### src/rtl/count_uart_tx_if.sv
// Sample handshake and serial-status bundle between the counter stage and count_uart_tx.
interface count_uart_tx_if;
    logic [7:0] in_data;
    logic       in_valid;
    logic       in_ready;
    logic       tx;
    logic       busy;
    logic       done;
    logic [7:0] frames_sent;

    modport master (
        output in_data, in_valid,
        input  in_ready, tx, busy, done, frames_sent
    );

    modport slave (
        input  in_data, in_valid,
        output in_ready, tx, busy, done, frames_sent
    );
endinterface

### src/rtl/count_uart_tx.sv
// Serialises 8-bit counter samples into start/data/[parity]/stop frames on tx, LSB first.
// Optional even parity bit after D7 is compiled in with `define COUNT_UART_TX_PARITY_EN.
module count_uart_tx #(
    parameter int unsigned CLKS_PER_BIT = 16,
    parameter int unsigned STOP_BITS    = 1
) (
    input logic            clk,
    input logic            rst_n,
    count_uart_tx_if.slave bus
);

    localparam logic [15:0] BIT_LAST  = 16'(CLKS_PER_BIT - 1);
    localparam logic        STOP_LAST = (STOP_BITS == 2);

`ifdef COUNT_UART_TX_PARITY_EN
    typedef enum logic [2:0] {
        IDLE   = 3'd0,
        START  = 3'd1,
        DATA   = 3'd2,
        STOP   = 3'd3,
        PARITY = 3'd4
    } state_t;
`else
    typedef enum logic [2:0] {
        IDLE  = 3'd0,
        START = 3'd1,
        DATA  = 3'd2,
        STOP  = 3'd3
    } state_t;
`endif

    state_t      state_q, state_d;
    logic [15:0] timer_q, timer_d;
    logic [2:0]  idx_q, idx_d;
    logic        stop_idx_q, stop_idx_d;
    logic [7:0]  shift_q, shift_d;
    logic        tx_q, tx_d;
    logic        done_q, done_d;
    logic [7:0]  frames_q, frames_d;
`ifdef COUNT_UART_TX_PARITY_EN
    logic        parity_q, parity_d;
`endif

    logic expire;
    assign expire = (timer_q == 16'd0);

    always_comb begin
        state_d    = state_q;
        timer_d    = timer_q;
        idx_d      = idx_q;
        stop_idx_d = stop_idx_q;
        shift_d    = shift_q;
        done_d     = 1'b0;
        frames_d   = frames_q;
`ifdef COUNT_UART_TX_PARITY_EN
        parity_d   = parity_q;
`endif

        if (state_q != IDLE) begin
            timer_d = expire ? BIT_LAST : (timer_q - 16'd1);
        end

        case (state_q)
            IDLE: begin
                if (bus.in_valid) begin
                    state_d = START;
                    timer_d = BIT_LAST;
                    shift_d = bus.in_data;
`ifdef COUNT_UART_TX_PARITY_EN
                    parity_d = ^bus.in_data;
`endif
                end
            end
            START: begin
                if (expire) begin
                    state_d = DATA;
                    idx_d   = 3'd0;
                end
            end
            DATA: begin
                if (expire) begin
                    shift_d = shift_q >> 1;
                    idx_d   = idx_q + 3'd1;
                    if (idx_q == 3'd7) begin
`ifdef COUNT_UART_TX_PARITY_EN
                        state_d = PARITY;
`else
                        state_d    = STOP;
                        stop_idx_d = 1'b0;
`endif
                    end
                end
            end
`ifdef COUNT_UART_TX_PARITY_EN
            PARITY: begin
                if (expire) begin
                    state_d    = STOP;
                    stop_idx_d = 1'b0;
                end
            end
`endif
            STOP: begin
                // Only a fully completed stop period counts as a sent frame.
                if (expire) begin
                    if (stop_idx_q == STOP_LAST) begin
                        state_d  = IDLE;
                        done_d   = 1'b1;
                        frames_d = frames_q + 8'd1;
                    end else begin
                        stop_idx_d = stop_idx_q + 1'b1;
                    end
                end
            end
            default: state_d = IDLE;
        endcase

        // tx is registered from the next-state view so the pin changes on the same edge as the state.
        tx_d = 1'b1;
        case (state_d)
            START:   tx_d = 1'b0;
            DATA:    tx_d = shift_d[0];
`ifdef COUNT_UART_TX_PARITY_EN
            PARITY:  tx_d = parity_d;
`endif
            default: tx_d = 1'b1;
        endcase
    end

    always_ff @(posedge clk or negedge rst_n) begin
        if (!rst_n) begin
            state_q    <= IDLE;
            timer_q    <= 16'd0;
            idx_q      <= 3'd0;
            stop_idx_q <= 1'b0;
            shift_q    <= 8'd0;
            tx_q       <= 1'b1;
            done_q     <= 1'b0;
            frames_q   <= 8'd0;
`ifdef COUNT_UART_TX_PARITY_EN
            parity_q   <= 1'b0;
`endif
        end else begin
            state_q    <= state_d;
            timer_q    <= timer_d;
            idx_q      <= idx_d;
            stop_idx_q <= stop_idx_d;
            shift_q    <= shift_d;
            tx_q       <= tx_d;
            done_q     <= done_d;
            frames_q   <= frames_d;
`ifdef COUNT_UART_TX_PARITY_EN
            parity_q   <= parity_d;
`endif
        end
    end

    assign bus.in_ready    = (state_q == IDLE);
    assign bus.busy        = (state_q != IDLE);
    assign bus.tx          = tx_q;
    assign bus.done        = done_q;
    assign bus.frames_sent = frames_q;

endmodule

### src/flat_wrapper.sv
// flat-port wrapper written by rule: the top's interface ports become plain ports
module count_uart_tx_flat 
#(
    parameter int unsigned CLKS_PER_BIT = 16,
    parameter int unsigned STOP_BITS    = 1
)
  (clk, rst_n, bus_in_data, bus_in_valid, bus_in_ready, bus_tx, bus_busy, bus_done, bus_frames_sent);
  count_uart_tx_if bus_i ();
  input logic clk;
  input logic rst_n;
  input wire logic [$bits(bus_i.in_data)-1:0] bus_in_data;
  input wire logic [$bits(bus_i.in_valid)-1:0] bus_in_valid;
  output wire logic [$bits(bus_i.in_ready)-1:0] bus_in_ready;
  output wire logic [$bits(bus_i.tx)-1:0] bus_tx;
  output wire logic [$bits(bus_i.busy)-1:0] bus_busy;
  output wire logic [$bits(bus_i.done)-1:0] bus_done;
  output wire logic [$bits(bus_i.frames_sent)-1:0] bus_frames_sent;
  assign bus_i.in_data = bus_in_data;
  assign bus_i.in_valid = bus_in_valid;
  assign bus_in_ready = bus_i.in_ready;
  assign bus_tx = bus_i.tx;
  assign bus_busy = bus_i.busy;
  assign bus_done = bus_i.done;
  assign bus_frames_sent = bus_i.frames_sent;
  count_uart_tx #(.CLKS_PER_BIT(CLKS_PER_BIT), .STOP_BITS(STOP_BITS)) u_core (.clk(clk), .rst_n(rst_n), .bus(bus_i));
endmodule
### config.mk
export PLATFORM = sky130hd
export DESIGN_NAME = count_uart_tx_flat
export DESIGN_NICKNAME = d
export VERILOG_FILES = /design/src/rtl/count_uart_tx_if.sv /design/src/rtl/count_uart_tx.sv /design/src/flat_wrapper.sv
export SDC_FILE = /design/constraint.sdc
export NUM_CORES = 1
export LEC_CHECK = 0
export CAP_MARGIN = 25
export CELL_PAD_IN_SITES_DETAIL_PLACEMENT = 0
export CELL_PAD_IN_SITES_GLOBAL_PLACEMENT = 1
export CORE_MARGIN = 1.5
export CORE_UTILIZATION = 35
export DETAILED_ROUTE_END_ITERATION = 16
export HOLD_SLACK_MARGIN = 0.15
export PLACE_DENSITY = 0.63
export SYNTH_ARGS = -nofsm -noshare
export SYNTH_HDL_FRONTEND = slang
export SYNTH_SLANG_ARGS = --single-unit
### constraint.sdc
create_clock -name clk -period 3.71 [get_ports clk]
set_input_delay 0.371 -clock clk [delete_from_list [all_inputs] [get_ports clk]]
set_output_delay 0.371 -clock clk [all_outputs]
set_load 0.1 [all_outputs]
==> metrics.csv <==
metric,value,unit
outcome,"finished, final reports clean",
synth.top_cell.area_share,46.8,%
grt_start_max_net_pins,41,
ys.warnings.count,0,
drv_slew,0,
clkTransAtPathRegs,0.08,ns
fin_hold_ws,0.198,ns
insertion_delay,0.30,ns
drc,0,
ys_seq_area_share,48.1,%
wl,4530,um
async_flop_share,100,%
synth_flop_cell,dfrtp_1,
row_count,27,
syn-cell-area,0.00208,mm^2
grt_usage,15.8,%
die_area,0.00642,mm^2
crit_cells,2,
post-cts-setup-buffer-count,0,
dp_hpwl,3170,um
fillCellCount,583,
timing.final.setup_violations,0,
synth-simple-area-share,24.9,%
start_kind,register,
initial_utilization,37.1,%
fin_setup_tns,0,ns
syn_area_per_cell,9.73,um^2
rsz0062_at_grt,no,
reg2reg_to,u_core.timer_q[5]$_DFF_PN0_,
period_share,72.5,%
slew-limit-headroom,34.8,%
vias,1669,
crit_fanout,16,
finish.utilization,44.1,%
coreArea,0.00561,mm^2
cpMaxStageDelayCell,clkdlybuf4s50_1,
crit_chain,or3_4 -> clkdlybuf4s50_1,
worstReg2RegStart,u_core.timer_q[0]$_DFF_PN0_,
min_period,2.69,ns
yosys_register_bits,40,
die_h,80.2,um
cts_root_buf,clkbuf_8,
synth_edf_count,0,
synth_compound_area_share,16.6,%
synthCells,214,
tightest_slew,0.975,ns
reg2reg_slack,1.55,ns
cts_tree,built,
ant_nets,0,
grt_pass1_wl,7730,um
cts_buffers,5,
drtPass1Iterations,4,
cts_resized,0,
synth_top_area_cell,dfrtp_1,
p_leak,1.08,nW
via_per_inst,5.42,
cp_data_required_time,3.34,ns
place_ws,1.36,ns
path_delay_family,buffers and inverters,
irDropWorstVdd,0.212,mV
crit_end,bus_busy,
antenna_found_initial,0,
ys_types,51,
gp_congestion,0.763,
overflow,0,
critPathArrivalTime,2.32,ns
synth_top_family_by_area,simple AND/OR/NAND/NOR gates,
critical_path_class,register to output pin,
drv_cap,0,
synthAdderAreaFrac,3.00,%
synthTopCellsByArea,"dfrtp_1 47%, nand2_1 5.2%, a31oi_1 3.0%",
crit_buf_inv,1,
nets,251,
critPathMaxStageDelay,1.13,ns
syn-num-nets,230,
die_w,80.2,um
setup_ws,1.02,ns
synth.area.mux_share,0.541,%
grt_pass1_vias,1648,
drive_gt1_share,10.6,%
clock_sinks,40,
power_density,475,mW/mm^2
num_io_pins,23,
crit_start,u_core.state_q[1]$_DFF_PN0_,
hold_buffers,0,
num_antenna_cells,0,
hold_viol,0,
synth-xor-area-share,3.78,%
io_buffer_count,22,
reg2regPathDepth,7,
hp-class,input port to asynchronous set/reset pin,
wl_per_cell,14.7,um
cts_buffer_depth,2,
h-tree-depth,2,
skew,0.00600,ns
area_growth_syn_to_layout,18.7,%
drt_iter0_drc,128,
clock.fmax,0.372,GHz
endpoint_kind,output pin,
flip-flops by register name, indices dropped and copies added (netlist names):
signal	count
u_core.idx_q	3
u_core.shift_q	8
u_core.bus.done	1
u_core.bus.frames_sent	8
u_core.timer_q	16
u_core.state_q	3
u_core.bus.tx	1
synthesized netlist by cell type (all sizes together), types with 4 or more instances:
cell type  number
a21oi          12
a22oi           8
a31oi          11
buf             4
clkbuf          4
dfrtp          39
ha              5
inv             6
nand2          29
nand4           5
nor2           16
nor2b           4
nor3            8
nor4            6
o21ai          11
xnor2           7
cells by family after synthesis:
group                      Yosys count
buffers and inverters               14
xor gates and xnor gates             9
DFF                                 40
and+or+nand+nor                     90
muxes                                1
AOI/OAI and AO/OA                   54
adders and majority gates            5
other                                1
report_power, final:
part | total, mW | switching [mW] | internal [mW]
logic | 0.225 | 0.132 | 0.0939
registers | 0.559 | 0.0691 | 0.490
clock network | 0.392 | 0.154 | 0.237
per-stage QoR:
step	std cells	total power, mW	instance area [um^2]
6_report	308	1.18	2470
4_1_cts	308	1.19	2470
3_5_place_dp	300	0.792	2350
3_3_place_gp	300	0.787	2350
2_1_floorplan	214	0.724	2080
5_1_grt	308	1.24	2470
per-layer routing:
metal	vias to the layer above	wire length, um	GRT usage, %
li1	814	-	-
met1	818	2160	20.5
met2	29	2090	24.3
met3	8	204	4.09
met4	0	87	7.93
met5	-	0	0
worst min-delay path by stage:
stage | endpoint | depth (start not counted) | start | slack, ns
2_1_floorplan | u_core.bus.done$_DFF_PN0_ | 0 | rst_n | 0.08
6_report | u_core.bus.frames_sent[6]$_DFFE_PN0P_ | 1 | rst_n | 0.20
4_1_cts | u_core.timer_q[8]$_DFF_PN0_ | 1 | rst_n | 0.24
3_5_place_dp | u_core.bus.frames_sent[7]$_DFFE_PN0P_ | 1 | u_core.bus.frames_sent[7]$_DFFE_PN0P_ | 0.47
3_3_place_gp | u_core.bus.frames_sent[7]$_DFFE_PN0P_ | 1 | u_core.bus.frames_sent[7]$_DFFE_PN0P_ | 0.46
5_1_grt | u_core.bus.frames_sent[7]$_DFFE_PN0P_ | 1 | rst_n | 0.27
cells in the final DEF (no fill, tap or decap), drive strengths merged, types with 8 or more instances in the layout:
| master | n |
|---|---|
| a22oi | 8 |
| nor2 | 16 |
| a31oi | 11 |
| o21ai | 11 |
| dfrtp | 39 |
| clkdlybuf4s50 | 20 |
| nor3 | 8 |
| a21oi | 12 |
| nand2 | 29 |
cell type report:
| cell class | instances | area, um^2 | share of cell area (%) |
|---|---|---|---|
| Multi-Input combinational cell | 160 | 1020 | 41.2 |
| Sequential cell | 40 | 1000 | 40.5 |
| Timing Repair Buffer | 22 | 213 | 8.60 |
| Clock buffer | 7 | 96.3 | 3.89 |
| Tap cell | 72 | 90.1 | 3.64 |
| Clock inverter | 1 | 30.0 | 1.21 |
| Inverter | 6 | 22.5 | 0.910 |
Power figures use the tool's default switching activity.
